**config.mk**
```make
export PLATFORM = sky130hd
export DESIGN_NAME = shift_add_mult_ctrl
export DESIGN_NICKNAME = d
export VERILOG_FILES = /design/src/rtl/shift_add_mult_ctrl.sv
export SDC_FILE = /design/constraint.sdc
export NUM_CORES = 1
export LEC_CHECK = 0
export BUFFER_PORTS_ARGS = -buffer_cell sky130_fd_sc_hd__buf_4
export CORE_MARGIN = 2
export CORE_UTILIZATION = 30
export DETAILED_ROUTE_END_ITERATION = 10
export GPL_ROUTABILITY_DRIVEN = 0
export MAX_ROUTING_LAYER = met4
export PLACE_DENSITY = 0.61
export SKIP_CTS_REPAIR_TIMING = 1
export SLEW_MARGIN = 0
export SYNTH_ARGS = -nofsm -noshare
export SYNTH_HDL_FRONTEND = slang
export SYNTH_SLANG_ARGS = --single-unit
```
**constraint.sdc**
```tcl
create_clock -name clk -period 2.2 [get_ports clk]
set_clock_uncertainty 0.2 [all_clocks]
set_input_delay 0.11 -clock clk [delete_from_list [all_inputs] [get_ports clk]]
set_output_delay 0.11 -clock clk [all_outputs]
set_load 0.01 [all_outputs]
```
**src/rtl/shift_add_mult_ctrl.sv**
```systemverilog
// shift_add_mult_ctrl: sequencer for an unsigned WIDTH x WIDTH shift-and-add multiply carried out
// through an external 2*WIDTH-bit combinational adder (Result = A + P).
//
// Ports:
//   clk            rising-edge clock
//   rst_n          asynchronous active-low reset
//   start_i        request pulse, honoured only in IDLE
//   multiplicand_i operand X, latched when start is accepted
//   multiplier_i   operand Y, latched when start is accepted
//   alu_a_o        to adder A: current accumulator (0 outside RUN)
//   alu_p_o        to adder P: current partial product (0 outside RUN)
//   alu_result_i   from adder Result
//   product_o      final X*Y, held until the next operation completes or reset
//   busy_o         high while the multiply is running
//   done_o         one-cycle pulse when product_o becomes valid
//
// WIDTH must be 8 so that 2*WIDTH matches the 16-bit shared adder.

module shift_add_mult_ctrl #(
   parameter int unsigned WIDTH = 8
) (
   input  logic                 clk,
   input  logic                 rst_n,
   input  logic                 start_i,
   input  logic [WIDTH-1:0]     multiplicand_i,
   input  logic [WIDTH-1:0]     multiplier_i,
   output logic [2*WIDTH-1:0]   alu_a_o,
   output logic [2*WIDTH-1:0]   alu_p_o,
   input  logic [2*WIDTH-1:0]   alu_result_i,
   output logic [2*WIDTH-1:0]   product_o,
   output logic                 busy_o,
   output logic                 done_o
);

   localparam int unsigned CntW   = (WIDTH > 1) ? $clog2(WIDTH) : 1;
   localparam logic [CntW-1:0] CntMax = CntW'(WIDTH - 1);

   localparam logic [1:0] StIdle = 2'd0;
   localparam logic [1:0] StRun  = 2'd1;
   localparam logic [1:0] StDone = 2'd2;

   logic [1:0]         state_q, state_d;
   logic [CntW-1:0]    cnt_q, cnt_d;
   logic [2*WIDTH-1:0] acc_q, acc_d;
   logic [WIDTH-1:0]   x_q, x_d;
   logic [WIDTH-1:0]   y_q, y_d;
   logic [2*WIDTH-1:0] product_q, product_d;
   logic               busy_q, busy_d;
   logic               done_q, done_d;

   logic [2*WIDTH-1:0] x_ext;

   // Next-state logic
   always_comb begin
      state_d   = state_q;
      cnt_d     = cnt_q;
      acc_d     = acc_q;
      x_d       = x_q;
      y_d       = y_q;
      product_d = product_q;
      unique case (state_q)
         StIdle: begin
            if (start_i) begin
               x_d     = multiplicand_i;
               y_d     = multiplier_i;
               acc_d   = '0;
               cnt_d   = '0;
               state_d = StRun;
            end
         end
         StRun: begin
            acc_d = alu_result_i;
            cnt_d = cnt_q + CntW'(1);
            if (cnt_q == CntMax) begin
               product_d = alu_result_i;
               state_d   = StDone;
            end
         end
         StDone: begin
            state_d = StIdle;
         end
         default: begin
            state_d = StIdle;
         end
      endcase
      // busy/done are registered copies of the next state so they come straight off flops
      busy_d = (state_d == StRun);
      done_d = (state_d == StDone);
   end

   // Adder operands: only state and internal registers feed these, never alu_result_i
   assign x_ext = {{WIDTH{1'b0}}, x_q};

   always_comb begin
      alu_a_o = '0;
      alu_p_o = '0;
      if (state_q == StRun) begin
         alu_a_o = acc_q;
         if (y_q[cnt_q]) begin
            alu_p_o = x_ext << cnt_q;
         end
      end
   end

   always_ff @(posedge clk or negedge rst_n) begin
      if (!rst_n) begin
         state_q   <= StIdle;
         cnt_q     <= '0;
         acc_q     <= '0;
         x_q       <= '0;
         y_q       <= '0;
         product_q <= '0;
         busy_q    <= 1'b0;
         done_q    <= 1'b0;
      end else begin
         state_q   <= state_d;
         cnt_q     <= cnt_d;
         acc_q     <= acc_d;
         x_q       <= x_d;
         y_q       <= y_d;
         product_q <= product_d;
         busy_q    <= busy_d;
         done_q    <= done_d;
      end
   end

   assign product_o = product_q;
   assign busy_o    = busy_q;
   assign done_o    = done_q;

endmodule

```
==> flow_summary.toml <==
[placement]
port_buffers = 83
placed_area_um2 = 3510
dp.cells = 423
hpwl_mm = 4.40
dp_slack_ns = 0.125

[floorplanning]
dieArea_um2 = 9980
fp-row-count = 35
die_w_um = 99.9
die_h_um = 99.9
ios = 85
initial_utilization_pct = 30.4
core_area_um2 = 9060

[logic_synthesis]
synth_top_area_share_pct = 49.9
synth-seq-cells = 55
synth_top_area_cell = "dfrtp_1"
yosysWarnings = 0
synthesis.nets = 274
async_flop_share_pct = 100
synth_edf_count = 0
avgSynthCellArea_um2 = 11.6
synthMostInstantiatedCell = "dfrtp_1"
synth.distinct_cells = 39
syn_inst = 237
yosysSeqAreaShare_pct = 49.9
synth.area.top_cells = "dfrtp_1 50%, mux2_2 14%, mux4_1 6.7%"
syn_area_um2 = 2760
synthTopCellsByCount = "55 x dfrtp_1, 38 x nand2_1, 35 x mux2_2, 17 x o21ai_0, 16 x and2_1"
synthFlopType = "dfrtp_1"

[job]
cap_violations = 0

[clocking]
cts_tree = "built"
clock_sinks = 55
cts_made_buffers = 5
clock-root-buffer = "clkbuf_8"
cts_buffer_depth = 2
path_clk_slew_ns = 0.10
clk_latency_ns = 0.31
htree_levels = 2

[run_status]
violations = "setup timing"
status = "complete, but fails checks"

[routing]
wl_per_cell_um = 14.5
firstDrtPassIters = 4
wirelength_mm = 6.80
drtAntennaViolNets = 0
drc = 0
vias = 2208
first_iter_violations = 136
via_per_inst = 4.70

[layout]
stdcell_count = 470
antenna_cells = 0
drive_above_1_share_pct = 45.7
final_nets = 395
stdcell_area_um2 = 4060
synthToLayoutAreaGrowth_pct = 47.0

[sta]
hold_viol = 0
worst_pin_slew_ns = 0.747
fin_crit_sh_pct = 103
period_needed_ns = 2.26
grt_setup_unrepaired = "yes"
finalSetupViolCount = 9
fin_ws_ns = -0.0591
slew_headroom_pct = 50.2
slew_violations = 0
max_freq_mhz = 443

[worst_hold_path]
hold_start = "start_i"
min_to = "acc_q[5]"
holdPathStages = 4
hold_class = "primary input to flop"

[global_routing]
antenna_found_initial = 0
grt_usage_pct = 13.1
grt_max_degree = 56
globalRouteOverflowTotal = 0
grt_pass1_wl_mm = 10.1
grt_pass1_vias = 2000

[critical_path]
critPathKind = "flop to output pin"
rr_endpoint = "product_o[15]"
r2r_slack_ns = 0.07
required_ns = 1.89
cp_max_fo = 7
worstSetupEndpointType = "output pin"
rr_worst_depth = 6
r2r-start = "cnt_q[0]"
crit_arrival_ns = 1.95
startpoint_type = "flop"

[pwr]
powerDensity_nw_per_um2 = 1480
irDropWorstVdd_mv = 0.530
power.leakage_nw = 1.84
-- worst max-delay path by stage --
stage	from	end	slack, ns	depth (start not counted)
CTS	cnt_q[0]	alu_p_o[7]	-0.23	5
finish	cnt_q[0]	alu_p_o[4]	-0.06	5
global placement	cnt_q[0]	alu_p_o[7]	0.17	5
detailed placement	cnt_q[0]	alu_p_o[7]	0.13	5
global route	cnt_q[0]	alu_p_o[5]	-0.14	5
floorplan	cnt_q[0]	product_o[10]	0.36	5
-- layer usage --
layer | up-vias | GRT usage [%] | share of wire (%)
li1 | 1070 | - | -
met1 | 1074 | 17.8 | 47
met2 | 60 | 20.1 | 49
met3 | 4 | 2.02 | 3.4
met4 | 0 | 4.32 | 0.96
met5 | - | - | 0
-- layout make-up --
| cell class | count | area (um^2) |
|---|---|---|
| flip-flops and latches | 55 | 1380 |
| fillers | 846 | 5010 |
| clock buffers | 5 | 68.8 |
| multi-input cells | 160 | 1310 |
| well taps | 111 | 139 |
| repair buffers | 132 | 1130 |
| clock inverters | 3 | 15.0 |
| inverters | 4 | 18.8 |
-- where the power goes --
group          internal [W]  leakage (nW)  switching (W)
clock network      0.000219        0.0477       0.000337
registers           0.00151         0.653       0.000354
logic               0.00194          1.14        0.00164
-- cells by family after synthesis --
logic type               Yosys count  synth area share (%)
AO/OA/AOI/OAI                     32                  7.48
multiplexers                      47                  23.3
flip-flops                        55                  49.9
buffers and inverters             22                  4.17
other                              1                 0.136
adder cells (fa/ha/maj)            2                 0.906
AND/OR/NAND/NOR                   78                  14.2
-- sequential cells by signal (all words and copies together) (netlist names) --
name       count
product_o     16
busy_o         1
y_q            8
acc_q         16
state_q        2
x_q            8
cnt_q          3
done_o         1
-- worst max-delay path, stage by stage, from the launching register on --
cell and delay, ns:
dfrtp_2 0.51, mux4_2 0.58, mux2i_4 0.19, buf_12 0.15
nor3_1 0.05, buf_4 0.17
-- stage by stage --
stage / setup TNS [ns] / util (%) / power, W / hold WS (ns)
final: -0.366 / 44.8 / 0.00601 / 0.120
after global routing: -1.36 / 44.8 / 0.00648 / 0.179
after CTS: -2.05 / 39.7 / 0.00555 / -0.322
after detailed placement: 0 / 38.8 / 0.00497 / 0.0227
after global placement: 0 / 38.8 / 0.00492 / 0.0137
after floorplan: 0 / - / 0.00376 / -0.386
-- layout by cell type, fill, tap and decap left out, types with 2 or more instances in the layout --
cell type	instances
dfrtp_1	54
nand3_1	4
inv_1	3
mux4_2	6
buf_12	3
mux2i_1	3
o31ai_1	2
buf_4	94
nor2_1	3
ha_1	2
o21ai_0	17
mux2_2	34
o21bai_1	2
and2_1	16
nand2_1	38
a211oi_2	2
a21oi_1	2
nor3_1	2
a211oi_1	2
nor3_2	2
clkinv_2	3
dlygate4sd3_1	33
clkbuf_8	5
Note: power is estimated with default switching activity, not from simulation.
